<file path="config.mk">
export PLATFORM = sky130hd
export DESIGN_NAME = weight_buf_flat
export DESIGN_NICKNAME = d
export VERILOG_FILES = /design/src/rtl/weight_buf_if.sv /design/src/rtl/weight_buf.sv /design/src/flat_wrapper.sv
export SDC_FILE = /design/constraint.sdc
export NUM_CORES = 2
export LEC_CHECK = 0
export CAP_MARGIN = 25
export CORE_MARGIN = 2
export CORE_UTILIZATION = 65
export CTS_BUF_LIST = sky130_fd_sc_hd__clkbuf_2
export CTS_CLUSTER_SIZE = 25
export DETAILED_ROUTE_END_ITERATION = 10
export GPL_ROUTABILITY_DRIVEN = 0
export PLACE_DENSITY_LB_ADDON = 0.08
export SLEW_MARGIN = 40
export SYNTH_ARGS = -nofsm -noshare
export SYNTH_HDL_FRONTEND = slang
export SYNTH_SLANG_ARGS = --single-unit
</file>
<file path="constraint.sdc">
create_clock -name clk -period 48.7 [get_ports clk]
set_clock_uncertainty 0.2 [all_clocks]
set_input_delay 9.74 -clock clk [delete_from_list [all_inputs] [get_ports clk]]
set_output_delay 9.74 -clock clk [all_outputs]
set_load 0.005 [all_outputs]
</file>
<file path="src/rtl/weight_buf_if.sv">
// weight_buf_if: load, stream and random-read signals of the kernel weight buffer
interface weight_buf_if #(parameter int ROWS = 8, parameter int WW = 8);
  localparam int RW = 9 * WW;
  localparam int AW = $clog2(ROWS);
  localparam int CW = $clog2(ROWS + 1);
  logic          load_start;
  logic          wr_en;
  logic [AW-1:0] wr_addr;
  logic [RW-1:0] wr_data;
  logic          stream_start;
  logic          out_ready;
  logic          out_valid;
  logic [RW-1:0] out_data;
  logic [AW-1:0] out_row;
  logic          stream_done;
  logic          rd_en;
  logic [AW-1:0] rd_addr;
  logic          rd_valid;
  logic [RW-1:0] rd_data;
  logic [CW-1:0] fill_count;
  logic          full;
  logic [1:0]    state;
  modport master (
    output load_start, wr_en, wr_addr, wr_data, stream_start, out_ready, rd_en, rd_addr,
    input  out_valid, out_data, out_row, stream_done, rd_valid, rd_data, fill_count, full, state
  );
  modport slave (
    input  load_start, wr_en, wr_addr, wr_data, stream_start, out_ready, rd_en, rd_addr,
    output out_valid, out_data, out_row, stream_done, rd_valid, rd_data, fill_count, full, state
  );
endinterface

</file>
<file path="src/rtl/weight_buf.sv">
// weight_buf: kernel row store with load tracking, sequential row streaming and random reads
module weight_buf #(
  parameter int ROWS = 8,
  parameter int WW   = 8
) (
  input logic        clk,
  input logic        rst,
  weight_buf_if.slave b
);
  localparam int RW = 9 * WW;
  localparam int AW = $clog2(ROWS);
  localparam int CW = $clog2(ROWS + 1);
  typedef enum logic [1:0] {IDLE, LOAD, READY, STREAM} st_t;
  st_t           st;
  logic [RW-1:0] mem [ROWS];
  logic [ROWS-1:0] vld, vld_n;
  logic [CW-1:0] cnt, cnt_n;
  logic          wr_ok, fresh, ov, done, rv;
  logic [RW-1:0] odata, rdata;
  logic [AW-1:0] orow, nrow;
  assign b.state       = st;
  assign b.fill_count  = cnt;
  assign b.full        = cnt == CW'(ROWS);
  assign b.out_valid   = ov;
  assign b.out_data    = odata;
  assign b.out_row     = orow;
  assign b.stream_done = done;
  assign b.rd_valid    = rv;
  assign b.rd_data     = rdata;
  // a write landing with load_start is the first row of the new load
  always_comb begin
    wr_ok = b.wr_en && (b.load_start || st == LOAD);
    fresh = b.load_start || !vld[b.wr_addr];
    cnt_n = (b.load_start ? '0 : cnt) + CW'(wr_ok && fresh);
    vld_n = (b.load_start ? '0 : vld) | (wr_ok ? ROWS'(1) << b.wr_addr : '0);
    nrow  = orow + AW'(1);
  end
  always_ff @(posedge clk or posedge rst) begin
    if (rst) begin
      st    <= IDLE;
      vld   <= '0;
      cnt   <= '0;
      ov    <= 1'b0;
      odata <= '0;
      orow  <= '0;
      done  <= 1'b0;
      rv    <= 1'b0;
      rdata <= '0;
      for (int i = 0; i < ROWS; i++) mem[i] <= '0;
    end else begin
      done <= 1'b0;
      rv   <= 1'b0;
      vld  <= vld_n;
      cnt  <= cnt_n;
      if (wr_ok) mem[b.wr_addr] <= b.wr_data;
      if (b.load_start) begin
        st <= cnt_n == CW'(ROWS) ? READY : LOAD;
        ov <= 1'b0;
      end else begin
        case (st)
          IDLE: ;
          LOAD: if (cnt_n == CW'(ROWS)) st <= READY;
          READY: begin
            if (b.rd_en) begin
              rv    <= 1'b1;
              rdata <= mem[b.rd_addr];
            end
            if (b.stream_start) begin
              st    <= STREAM;
              ov    <= 1'b1;
              orow  <= '0;
              odata <= mem[0];
            end
          end
          STREAM: if (ov && b.out_ready) begin
            if (orow == AW'(ROWS - 1)) begin
              ov   <= 1'b0;
              done <= 1'b1;
              st   <= READY;
            end else begin
              orow  <= nrow;
              odata <= mem[nrow];
            end
          end
          default: ;
        endcase
      end
    end
  end
endmodule

</file>
<file path="src/flat_wrapper.sv">
// flat-port wrapper written by rule: the top's interface ports become plain ports
module weight_buf_flat 
#(
  parameter int ROWS = 8,
  parameter int WW   = 8
)
  (clk, rst, b_load_start, b_wr_en, b_wr_addr, b_wr_data, b_stream_start, b_out_ready, b_rd_en, b_rd_addr, b_out_valid, b_out_data, b_out_row, b_stream_done, b_rd_valid, b_rd_data, b_fill_count, b_full, b_state);
  weight_buf_if #(.ROWS(ROWS), .WW(WW)) b_i ();
  input logic clk;
  input logic rst;
  input wire logic [$bits(b_i.load_start)-1:0] b_load_start;
  input wire logic [$bits(b_i.wr_en)-1:0] b_wr_en;
  input wire logic [$bits(b_i.wr_addr)-1:0] b_wr_addr;
  input wire logic [$bits(b_i.wr_data)-1:0] b_wr_data;
  input wire logic [$bits(b_i.stream_start)-1:0] b_stream_start;
  input wire logic [$bits(b_i.out_ready)-1:0] b_out_ready;
  input wire logic [$bits(b_i.rd_en)-1:0] b_rd_en;
  input wire logic [$bits(b_i.rd_addr)-1:0] b_rd_addr;
  output wire logic [$bits(b_i.out_valid)-1:0] b_out_valid;
  output wire logic [$bits(b_i.out_data)-1:0] b_out_data;
  output wire logic [$bits(b_i.out_row)-1:0] b_out_row;
  output wire logic [$bits(b_i.stream_done)-1:0] b_stream_done;
  output wire logic [$bits(b_i.rd_valid)-1:0] b_rd_valid;
  output wire logic [$bits(b_i.rd_data)-1:0] b_rd_data;
  output wire logic [$bits(b_i.fill_count)-1:0] b_fill_count;
  output wire logic [$bits(b_i.full)-1:0] b_full;
  output wire logic [$bits(b_i.state)-1:0] b_state;
  assign b_i.load_start = b_load_start;
  assign b_i.wr_en = b_wr_en;
  assign b_i.wr_addr = b_wr_addr;
  assign b_i.wr_data = b_wr_data;
  assign b_i.stream_start = b_stream_start;
  assign b_i.out_ready = b_out_ready;
  assign b_i.rd_en = b_rd_en;
  assign b_i.rd_addr = b_rd_addr;
  assign b_out_valid = b_i.out_valid;
  assign b_out_data = b_i.out_data;
  assign b_out_row = b_i.out_row;
  assign b_stream_done = b_i.stream_done;
  assign b_rd_valid = b_i.rd_valid;
  assign b_rd_data = b_i.rd_data;
  assign b_fill_count = b_i.fill_count;
  assign b_full = b_i.full;
  assign b_state = b_i.state;
  weight_buf #(.ROWS(ROWS), .WW(WW)) u_core (.clk(clk), .rst(rst), .b(b_i));
endmodule
</file>
==> impl_metrics.py <==
metrics = {
    "clock_tree": {
        "clock_latency_ns": 1.41,
        "clockBufferDepth": 3,
        "cts-root-buf": "clkbuf_2",
        "cts_tree": "built",
        "cts.repair.resized": 0,
        "ctsHtreeMaxLevel": 4,
        "cts_setup_buffers": 0,
        "clk_pin_slew_ns": 0.10,
        "cts_hold_buf": 0,
        "numClockSinks": 740,
        "cts_buffers": 185,
    },
    "logic_synthesis": {
        "synth_area_leader_cell": "dfrtp_1",
        "synth_edf_count": 0,
        "syn-num-nets": 2542,
        "synth_area_leaders": "dfrtp_1 51%, mux4_2 18%, mux2_2 15%",
        "synthAdderAreaFrac_pct": 0.240,
        "netlist.area_leader.share_pct": 50.7,
        "synthFlopType": "dfrtp_1",
        "synth_xor_xnor_area_share_pct": 0.0479,
        "synth_top_family_by_area": "multiplexers",
        "synthDistinctLibCells": 36,
        "syn_avg_cell_area_um2": 14.9,
        "ys_ff_latch": 740,
        "postSynthCellCount": 2450,
        "synth_mux_area_share_pct": 40.3,
        "ys_seq_area_share_pct": 50.7,
        "synth_most_common_cell": "dfrtp_1",
        "synth-async-reset-ratio_pct": 100,
        "yosys.area_share.simple_pct": 2.82,
        "synth_area_mm2": 0.0365,
        "yosys_warnings": 0,
        "synth_compound_area_share_pct": 3.33,
        "synthTopCellsByCount": "740 x dfrtp_1, 501 x mux2_2, 290 x mux4_2",
    },
    "floorplan": {
        "start_util_pct": 66.1,
        "design.core.area_mm2": 0.0553,
        "die_w_um": 241,
        "io_pins": 242,
        "dieArea_mm2": 0.0581,
        "num_rows": 86,
        "die_h_um": 241,
    },
    "pwr": {
        "power_density_mw_per_mm2": 60.5,
        "irDropWorstVdd_mv": 0.0381,
        "p_leak_nw": 17.5,
    },
    "sta": {
        "hold_viol_final": 0,
        "rsz0062_at_grt": "no",
        "setup_viol": 0,
        "worst_pin_slew_ns": 0.973,
        "slew_violations": 0,
        "period_share_pct": 26.4,
        "period_needed_ns": 12.85,
        "fmax_mhz": 77.8,
        "tns_ns": 0,
        "maxSlewHeadroom_pct": 35.2,
    },
    "place": {
        "place_hpwl_um": 51600,
        "port_buffers": 241,
        "dpl_cell_area_mm2": 0.0397,
    },
    "grt": {
        "grt_use_total_pct": 32.0,
        "grt_pass1_vias": 25000,
        "grt_max_degree": 117,
        "use_met3_pct": 7.65,
        "busiest_layer": "met2",
        "grt_pass1_wl_um": 140000,
        "overflow": 0,
        "grt_use_met1_pct": 43.1,
        "gr-usage-met2_pct": 51.6,
        "antenna_found_initial": 12,
    },
    "route": {
        "wirelength_um": 89100,
        "via_per_inst": 6.40,
        "wl_per_cell_um": 24.5,
        "drc_errors": 0,
        "dr.pass1.iters": 5,
        "ant_nets": 0,
        "vias": 23300,
        "drt_iter0_drc": 1532,
    },
    "cells_and_area": {
        "design_area_mm2": 0.0413,
        "area_growth_pct": 13.1,
        "drive_gt1_share_pct": 41.8,
        "final_nets": 2825,
        "fin_util_pct": 74.7,
    },
    "critical_path": {
        "max_stage_delay_ns": 0.89,
        "critical-path-top-delay-family": "flip-flops",
        "arrival_ns": 2.91,
        "cp.buffers_inverters": 1,
        "end_kind": "output pin",
        "start_kind": "register",
        "path_max_fanout": 37,
        "crit_path_cell_trace": "clkdlybuf4s50_1",
        "worstPathRequired_ns": 38.76,
        "path_class": "reg -> out",
        "slowest_stage": "dfrtp_4",
    },
    "job": {
        "maxCapViolCount": 0,
    },
    "hold_path": {
        "holdCritPathClass": "reg -> reg",
    },
    "run_status": {
        "status": "completed",
    },
}
[final cells by class]
class,instances,area [um2]
Fill cell,3602,14000
Sequential cell,740,18500
Timing Repair Buffer,286,3040
Clock buffer,265,1330
Tap cell,748,936
Inverter,9,46.3
Clock inverter,62,263
Antenna cell,11,27.5
Multi-Input combinational cell,1511,17200
[cells by family (layout without fill, tap and decap cells)]
logic type	after synthesis	after routing
simple gates	253	253
buf+inv	199	622
fa+ha+maj	7	7
compound gates	238	238
mux	1011	1011
flops	740	740
xor+xnor	2	2
other cells	0	11
[metal layers]
layer  routed length, um  part of all wire [%]
met1               36500                    41
met3                6070                   6.8
met5                  83                 0.093
met2               44400                    50
met4                2020                   2.3
[metrics by stage]
stage | setup WS (ns) | std cells | hold WS [ns] | power (mW)
finish | 35.85 | 3632 | 0.283 | 2.50
global route | 35.72 | 3629 | 0.314 | 2.66
CTS | 35.72 | 3619 | 0.289 | 2.52
detailed placement | 35.54 | 3292 | 0.266 | 2.11
global placement | 35.35 | 3280 | 0.260 | 2.05
floorplan | 18.00 | 2450 | 0.244 | 1.77
[cell usage in the layout, fill, tap and decap left out, types with 3 or more instances in the layout]
| cell | count |
|---|---|
| a21oi_1 | 3 |
| mux2_4 | 69 |
| clkinv_1 | 49 |
| dfrtp_1 | 739 |
| buf_16 | 5 |
| buf_4 | 18 |
| ha_1 | 4 |
| o21ai_0 | 224 |
| ha_4 | 3 |
| mux2i_1 | 145 |
| buf_12 | 10 |
| mux4_2 | 290 |
| buf_8 | 4 |
| diode_2 | 11 |
| nand2_1 | 224 |
| clkdlybuf4s50_1 | 238 |
| mux2_1 | 6 |
| inv_2 | 9 |
| buf_6 | 11 |
| nor2_4 | 6 |
| clkbuf_2 | 265 |
| inv_1 | 8 |
| mux2_2 | 501 |
| nand2b_1 | 5 |
| clkinv_2 | 3 |
| a21o_1 | 7 |
| nor2b_1 | 4 |
[state kept, by name, summed over array words and instances (netlist names)]
signal / cells
u_core.b.out_row: 3
u_core.b.rd_valid: 1
u_core.b.fill_count: 4
u_core.vld: 8
u_core.mem: 576
u_core.b.out_valid: 1
u_core.b.stream_done: 1
u_core.b.state: 2
u_core.b.rd_data: 72
u_core.b.out_data: 72
[power by group]
part	internal [mW]	leakage (nW)	switching (mW)
combinational	0.638	7.28	0.401
clock	0.151	1.24	0.252
sequential	0.858	9.02	0.200
[final timing paths]
kind                                                  from  depth (start not counted)  slack, ns                                end
setup / recovery           u_core.b.out_row[0]$_DFFE_PP0P_                          1      35.85                       b_out_row[0]
hold / removal                     u_core.vld[2]$_DFF_PP0_                          1       0.28            u_core.vld[2]$_DFF_PP0_
setup reg to reg           u_core.b.out_row[0]$_DFFE_PP0P_                          8      44.67  u_core.b.out_data[10]$_DFFE_PP0P_
hold reg to reg                    u_core.vld[2]$_DFF_PP0_                          1       0.28            u_core.vld[2]$_DFF_PP0_
max in group asynchronous                              rst                          4      37.97        u_core.mem[518]$_DFFE_PP0P_
min in group asynchronous                              rst                          2       8.58        u_core.mem[559]$_DFFE_PP0P_
Power figures use the tool's default switching activity.
